[config.mk]
export PLATFORM = sky130hd
export DESIGN_NAME = operand_addr_generator
export DESIGN_NICKNAME = d
export VERILOG_FILES = /design/src/rtl/mm_addr_pkg.sv /design/src/rtl/nested_loop_counter.sv /design/src/rtl/operand_addr_generator.sv
export SDC_FILE = /design/constraint.sdc
export NUM_CORES = 1
export LEC_CHECK = 0
export ABC_AREA = 1
export CORE_AREA = 2 2 165 167
export CTS_BUF_LIST = sky130_fd_sc_hd__clkbuf_8 sky130_fd_sc_hd__clkbuf_16
export DETAILED_ROUTE_END_ITERATION = 7
export DIE_AREA = 0 0 167 169
export PLACE_DENSITY_LB_ADDON = 0.2
export SYNTH_ARGS = -nofsm -noshare
export SYNTH_HDL_FRONTEND = slang
export SYNTH_SLANG_ARGS = --single-unit
[constraint.sdc]
create_clock -name clk -period 6.2 [get_ports clk]
set_clock_uncertainty 0.05 [all_clocks]
set_input_delay 0.93 -clock clk [delete_from_list [all_inputs] [get_ports clk]]
set_output_delay 0.93 -clock clk [all_outputs]
set_load 0.01 [all_outputs]
[src/rtl/mm_addr_pkg.sv]
// mm_addr_pkg
//   Shared types and helpers for the operand address generators.
//   - op_mode_e : which operand buffer is addressed (A row-tiled, B col-tiled)
//   - state_e   : sequencer state
//   - tile_count: number of tiles covering a dimension (ceil(dim / tile))
package mm_addr_pkg;

  typedef enum logic {
    OP_A = 1'b0,
    OP_B = 1'b1
  } op_mode_e;

  typedef enum logic [1:0] {
    IDLE = 2'd0,
    RUN  = 2'd1,
    DONE = 2'd2
  } state_e;

  // Wide enough for any DIM_WIDTH up to 32 plus the carry of the round-up.
  localparam int TC_W = 33;

  // tile must be a power of two, so the division is a plain shift.
  function automatic logic [TC_W-1:0] tile_count(input logic [TC_W-1:0] dim,
                                                 input int unsigned tile);
    int unsigned sh;
    sh = $clog2(tile);
    return (dim + TC_W'(tile) - TC_W'(1)) >> sh;
  endfunction

endpackage

[src/rtl/nested_loop_counter.sv]
// nested_loop_counter
//   Three-level index counter (outer / mid / inner, inner fastest).
//   Ports:
//     clk, reset_n            clock, async active-low reset
//     clear                   restart all indices at 0 (wins over advance)
//     advance                 step to the next index tuple
//     limit_outer/mid/inner   per-level trip counts (each >= 1 when used)
//     nxt_outer/mid/inner     index tuple that will be held after this edge
//     wrap_mid, wrap_inner    current mid / inner index is at its last value
//     last                    current tuple is the final one of the nest
module nested_loop_counter #(
  parameter int CNT_W = 17
) (
  input  logic             clk,
  input  logic             reset_n,
  input  logic             clear,
  input  logic             advance,
  input  logic [CNT_W-1:0] limit_outer,
  input  logic [CNT_W-1:0] limit_mid,
  input  logic [CNT_W-1:0] limit_inner,
  output logic [CNT_W-1:0] nxt_outer,
  output logic [CNT_W-1:0] nxt_mid,
  output logic [CNT_W-1:0] nxt_inner,
  output logic             wrap_mid,
  output logic             wrap_inner,
  output logic             last
);

  logic [CNT_W-1:0] idx_outer, idx_mid, idx_inner;
  logic             wrap_outer;

  assign wrap_inner = (idx_inner == limit_inner - CNT_W'(1));
  assign wrap_mid   = (idx_mid   == limit_mid   - CNT_W'(1));
  assign wrap_outer = (idx_outer == limit_outer - CNT_W'(1));
  assign last       = wrap_inner && wrap_mid && wrap_outer;

  always_comb begin
    nxt_outer = idx_outer;
    nxt_mid   = idx_mid;
    nxt_inner = idx_inner;
    if (clear) begin
      nxt_outer = '0;
      nxt_mid   = '0;
      nxt_inner = '0;
    end else if (advance) begin
      if (!wrap_inner) begin
        nxt_inner = idx_inner + CNT_W'(1);
      end else begin
        nxt_inner = '0;
        if (!wrap_mid) begin
          nxt_mid = idx_mid + CNT_W'(1);
        end else begin
          nxt_mid   = '0;
          nxt_outer = wrap_outer ? '0 : idx_outer + CNT_W'(1);
        end
      end
    end
  end

  always_ff @(posedge clk or negedge reset_n) begin
    if (!reset_n) begin
      idx_outer <= '0;
      idx_mid   <= '0;
      idx_inner <= '0;
    end else begin
      idx_outer <= nxt_outer;
      idx_mid   <= nxt_mid;
      idx_inner <= nxt_inner;
    end
  end

endmodule

[src/rtl/operand_addr_generator.sv]
// operand_addr_generator
//   Streams operand-buffer read addresses for a tiled matrix multiply.
//   Loop nest: row tile (outer), column tile (mid), k (inner).
//   Mode A address = base + rt*n + k, mode B address = base + ct*n + k,
//   built incrementally (no multiplier), wrapping modulo 2^AW.
//   Ports:
//     clk, reset_n                 clock, async active-low reset
//     start_i, abort_i             start request (IDLE only) / abort to IDLE
//     mode_i, m_i, n_i, p_i, base_i  job config, latched on start
//     addr_o, addr_valid_o, addr_ready_i  address stream with handshake
//     k_first_o, k_last_o          k == 0 / k == n-1 for the current address
//     tile_row_o, tile_col_o       current row / column tile index
//     row_partial_o, col_partial_o current tile is the ragged last one
//     busy_o, done_o               job in progress / one-cycle completion
module operand_addr_generator #(
  parameter int ARRAY_HEIGHT         = 4,
  parameter int ARRAY_WIDTH          = 4,
  parameter int BUFFER_ADDRESS_WIDTH = 10,
  parameter int DIM_WIDTH            = 16
) (
  input  logic                            clk,
  input  logic                            reset_n,
  input  logic                            start_i,
  input  logic                            abort_i,
  input  logic                            mode_i,
  input  logic [DIM_WIDTH-1:0]            m_i,
  input  logic [DIM_WIDTH-1:0]            n_i,
  input  logic [DIM_WIDTH-1:0]            p_i,
  input  logic [BUFFER_ADDRESS_WIDTH-1:0] base_i,
  output logic [BUFFER_ADDRESS_WIDTH-1:0] addr_o,
  output logic                            addr_valid_o,
  input  logic                            addr_ready_i,
  output logic                            k_first_o,
  output logic                            k_last_o,
  output logic [DIM_WIDTH-1:0]            tile_row_o,
  output logic [DIM_WIDTH-1:0]            tile_col_o,
  output logic                            row_partial_o,
  output logic                            col_partial_o,
  output logic                            busy_o,
  output logic                            done_o
);
  import mm_addr_pkg::*;

  localparam int AW = BUFFER_ADDRESS_WIDTH;
  localparam int CW = DIM_WIDTH + 1;
  localparam logic [DIM_WIDTH-1:0] H_MASK = DIM_WIDTH'(ARRAY_HEIGHT - 1);
  localparam logic [DIM_WIDTH-1:0] W_MASK = DIM_WIDTH'(ARRAY_WIDTH - 1);

  state_e   state_q, state_d;

  op_mode_e             mode_q;
  logic [DIM_WIDTH-1:0] n_q;
  logic [CW-1:0]        rt_cnt_q, ct_cnt_q;
  logic                 row_part_q, col_part_q;
  logic [AW-1:0]        base_q, line_q;

  logic [CW-1:0] rt_cnt_in, ct_cnt_in;
  logic          row_part_in, col_part_in;
  logic          zero_dim, start_go, advance;
  logic [CW-1:0] nxt_outer, nxt_mid, nxt_inner;
  logic          wrap_mid, wrap_inner, cnt_last;
  logic [AW-1:0] n_step, line_next, addr_next;

  assign rt_cnt_in   = CW'(tile_count(TC_W'(m_i), ARRAY_HEIGHT));
  assign ct_cnt_in   = CW'(tile_count(TC_W'(p_i), ARRAY_WIDTH));
  assign row_part_in = (m_i & H_MASK) != '0;
  assign col_part_in = (p_i & W_MASK) != '0;
  assign zero_dim    = (m_i == '0) || (n_i == '0) || (p_i == '0);

  // Abort beats both start and the handshake.
  assign start_go = (state_q == IDLE) && start_i && !abort_i && !zero_dim;
  assign advance  = (state_q == RUN) && addr_valid_o && addr_ready_i &&
                    !abort_i && !cnt_last;
  assign n_step   = AW'(n_q);

  nested_loop_counter #(
    .CNT_W(CW)
  ) u_loops (
    .clk        (clk),
    .reset_n    (reset_n),
    .clear      (start_go),
    .advance    (advance),
    .limit_outer(rt_cnt_q),
    .limit_mid  (ct_cnt_q),
    .limit_inner(CW'(n_q)),
    .nxt_outer  (nxt_outer),
    .nxt_mid    (nxt_mid),
    .nxt_inner  (nxt_inner),
    .wrap_mid   (wrap_mid),
    .wrap_inner (wrap_inner),
    .last       (cnt_last)
  );

  // line_q is the address of k == 0 for the current tile. In mode A it
  // moves on when the row tile changes and is revisited for each column
  // tile; in mode B it moves on per column tile and rewinds to base when
  // the row tile changes.
  always_comb begin
    line_next = line_q;
    addr_next = addr_o + AW'(1);
    if (wrap_inner) begin
      if (wrap_mid) begin
        line_next = (mode_q == OP_A) ? line_q + n_step : base_q;
      end else begin
        line_next = (mode_q == OP_A) ? line_q : line_q + n_step;
      end
      addr_next = line_next;
    end
  end

  always_comb begin
    state_d = state_q;
    unique case (state_q)
      IDLE:    if (start_i) state_d = zero_dim ? DONE : RUN;
      RUN:     if (addr_valid_o && addr_ready_i && cnt_last) state_d = DONE;
      DONE:    state_d = IDLE;
      default: state_d = IDLE;
    endcase
    if (abort_i) state_d = IDLE;
  end

  always_ff @(posedge clk or negedge reset_n) begin
    if (!reset_n) begin
      state_q       <= IDLE;
      addr_valid_o  <= 1'b0;
      busy_o        <= 1'b0;
      done_o        <= 1'b0;
      addr_o        <= '0;
      k_first_o     <= 1'b0;
      k_last_o      <= 1'b0;
      tile_row_o    <= '0;
      tile_col_o    <= '0;
      row_partial_o <= 1'b0;
      col_partial_o <= 1'b0;
    end else begin
      state_q      <= state_d;
      addr_valid_o <= (state_d == RUN);
      busy_o       <= (state_d != IDLE);
      done_o       <= (state_d == DONE);
      // First tuple comes straight from the inputs being latched this edge.
      if (start_go) begin
        addr_o        <= base_i;
        k_first_o     <= 1'b1;
        k_last_o      <= (n_i == DIM_WIDTH'(1));
        tile_row_o    <= '0;
        tile_col_o    <= '0;
        row_partial_o <= row_part_in && (rt_cnt_in == CW'(1));
        col_partial_o <= col_part_in && (ct_cnt_in == CW'(1));
      end else if (advance) begin
        addr_o        <= addr_next;
        k_first_o     <= (nxt_inner == '0);
        k_last_o      <= (nxt_inner == CW'(n_q) - CW'(1));
        tile_row_o    <= DIM_WIDTH'(nxt_outer);
        tile_col_o    <= DIM_WIDTH'(nxt_mid);
        row_partial_o <= row_part_q && (nxt_outer == rt_cnt_q - CW'(1));
        col_partial_o <= col_part_q && (nxt_mid == ct_cnt_q - CW'(1));
      end
    end
  end

  always_ff @(posedge clk) begin
    if (start_go) begin
      mode_q     <= op_mode_e'(mode_i);
      n_q        <= n_i;
      rt_cnt_q   <= rt_cnt_in;
      ct_cnt_q   <= ct_cnt_in;
      row_part_q <= row_part_in;
      col_part_q <= col_part_in;
      base_q     <= base_i;
      line_q     <= base_i;
    end else if (advance) begin
      line_q     <= line_next;
    end
  end

endmodule

==> qor.csv <==
stage,metric,value,unit
outcome,outcome,completed,
sta,Fin. Hold Viols,0,
min_path,hold path start,tile_row_o[14],
power_and_ir_drop,Leak,0.007377,uW
final_layout,share of layout cells above drive strength 1,5.628,%
synthesis,sequential cell area fraction in the yosys report,35.51,%
critical_path,r2r startpoint,ct_cnt_q[0],
final_layout,nets,2147,
critical_path,r2r endpoint,k_last_o,
clock_tree,H-Tree Depth,4,
clock_tree,Sink Count,171,
power_and_ir_drop,Power Dens Cells,210.2,nW/um^2
synthesis,asr flop ratio synth,59.65,%
critical_path,Critical Path End Type,flop,
die,core area,26500,um^2
critical_path,crit path max fanout,32,
synthesis,"Primary FF master, synth",dfrtp_1,
global_route,grt ovf,0,
die,DIE AREA,28220,um^2
drt,via count,13310,
final_layout,most frequent cells in the layout,"594 x nand2_1, 272 x inv_1, 228 x nor2_1, 222 x nand3_1, 111 x clkdlybuf4s50_1",
final_layout,final core utilization,56.85,%
die,Initial Util,49.15,%
synthesis,yosys warns,0,
critical_path,Crit path required time,6.51,ns
drt,Pre-Repair DR Iteration Count,6,
final_layout,Layout area overhead,15.67,%
global_route,pin count of the biggest net entering global routing,58,
sta,f_max,213.2,MHz
synthesis,synthesized area,13020,um^2
clock_tree,CTS root buffer,clkbuf_16,
global_route,vias in the first global route,12460,
synthesis,Synth Instances,1959,
clock_tree,Worst-Skew Late Latency,0.44,ns
sta,final slew viol count,0,
sta,worst hold slack,0.4425,ns
critical_path,R2R depth,19,
final_layout,multi-input logic area,7127,um^2
place,placed inst area,14480,um^2
sta,Worst-Margin Slew,0.9560,ns
global_route,first-pass GRT wire length,65510,um
clock_tree,clock slew at reported path FFs,0.07,ns
place,Port Buffers,112,
critical_path,startpoint types,flop,
critical_path,worst path cell trace,"inv_1, ha_1, nand2_2, nor2_1, nand2_1, nand2_1, nand3_1, nor2_1, nand3_1, nor2_2, nand2_2, nor2_8, nand2_4, nand2_4, nand2_2, inv_2, buf_4, a41oi_1, a21oi_1",
final_layout,FILL cells,2607,
clock_tree,setup bufs post-CTS,0,
sta,min Tclk post-route,4.691,ns
synthesis,number of synthesized flops with an enable pin,69,
clock_tree,Post-CTS Hold Buffers,0,
die,I/O Pins,113,
clock_tree,PostCTS Resize Cnt,0,
sta,final worst setup slack,1.509,ns
global_route,antenna violations before repair,0,
final_layout,storage element area,4624,um^2
critical_path,WS Path Type,flop to flop,
critical_path,r2r setup slk,1.51,ns
critical_path,max incr delay on CP,0.43,ns
clock_tree,Num CTS Buffers,17,
final_layout,"commonest non-fill, non-tap cell in the layout",nand2_1,
synthesis,Synth Register Bits,171,
min_path,worst hold stages,2,
synthesis,Syn Area/Cell,6.648,um^2
final_layout,diodes inserted,0,
place,DP Worst Slack,1.255,ns
min_path,hold crit path type,flop to flop,
sta,fin crit share,75.67,%
run,Max Cap Violations,0,
sta,final setup vio count,0,
final_layout,fin area,15060,um^2
die,Chip Width,167,um
synthesis,Mapped Nets,2040,
clock_tree,Max Buffers Root-to-Sink,2,
drt,initial DRC count,1188,
place,routability cong.,1.010,
power_and_ir_drop,VDD IR max,0.1433,mV
min_path,hold path endpoint,tile_row_o[14],
drt,DR WL/cell,17.02,um
global_route,Tot GR Track Use,29.17,%
drt,Vias/cell,5.498,
clock_tree,CTS tree,done,
critical_path,CP arrival,5.00,ns
critical_path,crit-path most repeated cell,nand2_2,
sta,Rel. slew slack,36.03,%
drt,Post-route DRC,0,
critical_path,critical path's slowest cell,edfxtp_1,
die,Die Y,169,um
die,Placement Rows,60,
drt,Antenna Nets Post-Route,0,
sta,RSZ-0062 raised after global routing,false,
sta,final setup TNS,0,ns
drt,final WL,41180,um
synthesis,"Distinct cells, synth",51,
place,hpwl dp,32260,um
[logic make-up after synthesis]
logic type      synth area share, %
mux                         0.07686
xor+xnor                      4.073
compound gates                7.023
flops                         35.51
fa+ha+maj                     1.691
simple gates                  41.78
buf+inv                       9.847
[flip-flops by register name, indices dropped and copies added (netlist names), 2 cells and up]
signal             flops
u_loops.idx_inner     17
u_loops.idx_mid       17
u_loops.idx_outer     17
n_q                   16
tile_col_o            16
tile_row_o            16
ct_cnt_q              15
rt_cnt_q              15
addr_o                10
base_q                10
line_q                10
state_q                2
[routing by layer]
| layer | up-vias | global-route usage, % | part of all wire [%] |
|---|---|---|---|
| met4 | 0 | 10.64 | 3.2 |
| met3 | 77 | 3.297 | 6.1 |
| li1 | 6550 | - | - |
| met1 | 6189 | 39.89 | 45 |
| met2 | 489 | 48.01 | 46 |
| met5 | - | 0 | 0 |
[cell usage after synthesis, types with 2 or more instances]
cell type | count | area (um^2)
nand2_1 | 594 | 2230
inv_1 | 272 | 1021
nor2_1 | 228 | 855.8
nand3_1 | 223 | 1116
dfrtp_1 | 102 | 2552
o21ai_0 | 91 | 455.4
edfxtp_1 | 69 | 2072
nand4_1 | 56 | 350.3
xor2_1 | 48 | 420.4
nor3_1 | 31 | 155.2
a21oi_1 | 23 | 115.1
clkbuf_1 | 22 | 82.58
nor4_1 | 18 | 112.6
inv_2 | 17 | 63.81
o21ai_1 | 17 | 85.08
ha_1 | 16 | 200.2
o211ai_1 | 14 | 105.1
nor2_2 | 12 | 75.07
nand2_2 | 11 | 68.82
nand3b_1 | 11 | 82.58
xnor2_1 | 10 | 87.58
buf_2 | 9 | 45.04
nor2_4 | 8 | 90.09
and2_1 | 6 | 37.54
nand3_2 | 5 | 50.05
nor2_8 | 5 | 100.1
nand2_4 | 4 | 45.04
or2_2 | 4 | 25.02
buf_6 | 3 | 33.78
clkinv_1 | 3 | 11.26
o221ai_1 | 3 | 26.28
nand3_4 | 2 | 35.03
o21a_1 | 2 | 15.01
o21bai_1 | 2 | 15.01
o32ai_1 | 2 | 17.52
[worst max-delay path, delay by kind of cell (launching register included)]
kind            cells  cell delay (ns)
fa+ha+maj           1             0.36
buf+inv             3             0.90
compound gates      2             0.26
simple gates       13             2.58
flops               1             0.43
[worst max path at each step]
stage	slack [ns]	startpoint	endpoint	cells after the start
after global routing	1.23	ct_cnt_q[0]	k_last_o	19
after CTS	1.60	ct_cnt_q[0]	k_last_o	19
after detailed placement	1.26	p_i[0]	k_last_o	16
after global placement	1.31	p_i[0]	col_partial_o	18
after floorplan	1.92	n_i[2]	line_q[1]	9
final	1.51	ct_cnt_q[0]	k_last_o	19
[final cells by class]
class	instances	area share, %
clock buffer	17	2.824
clock inverter	15	1.030
inverter	292	7.284
multi-input combinational	1460	47.31
sequential	171	30.70
tap	341	2.832
timing repair buffer	124	8.023
[power by group]
group	total, uW	switching (uW)	internal [uW]
Combinational	718	444	274
Clock	1080	541	536
Sequential	1370	104	1270
[metrics by stage]
stage / std cells / power [uW]
final: 2420 / 3166
after global routing: 2420 / 3310
after CTS: 2420 / 3164
after detailed placement: 2388 / 2094
after global placement: 2388 / 2089
after floorplan: 1959 / 1797
Note: power is estimated with default switching activity, not from simulation.
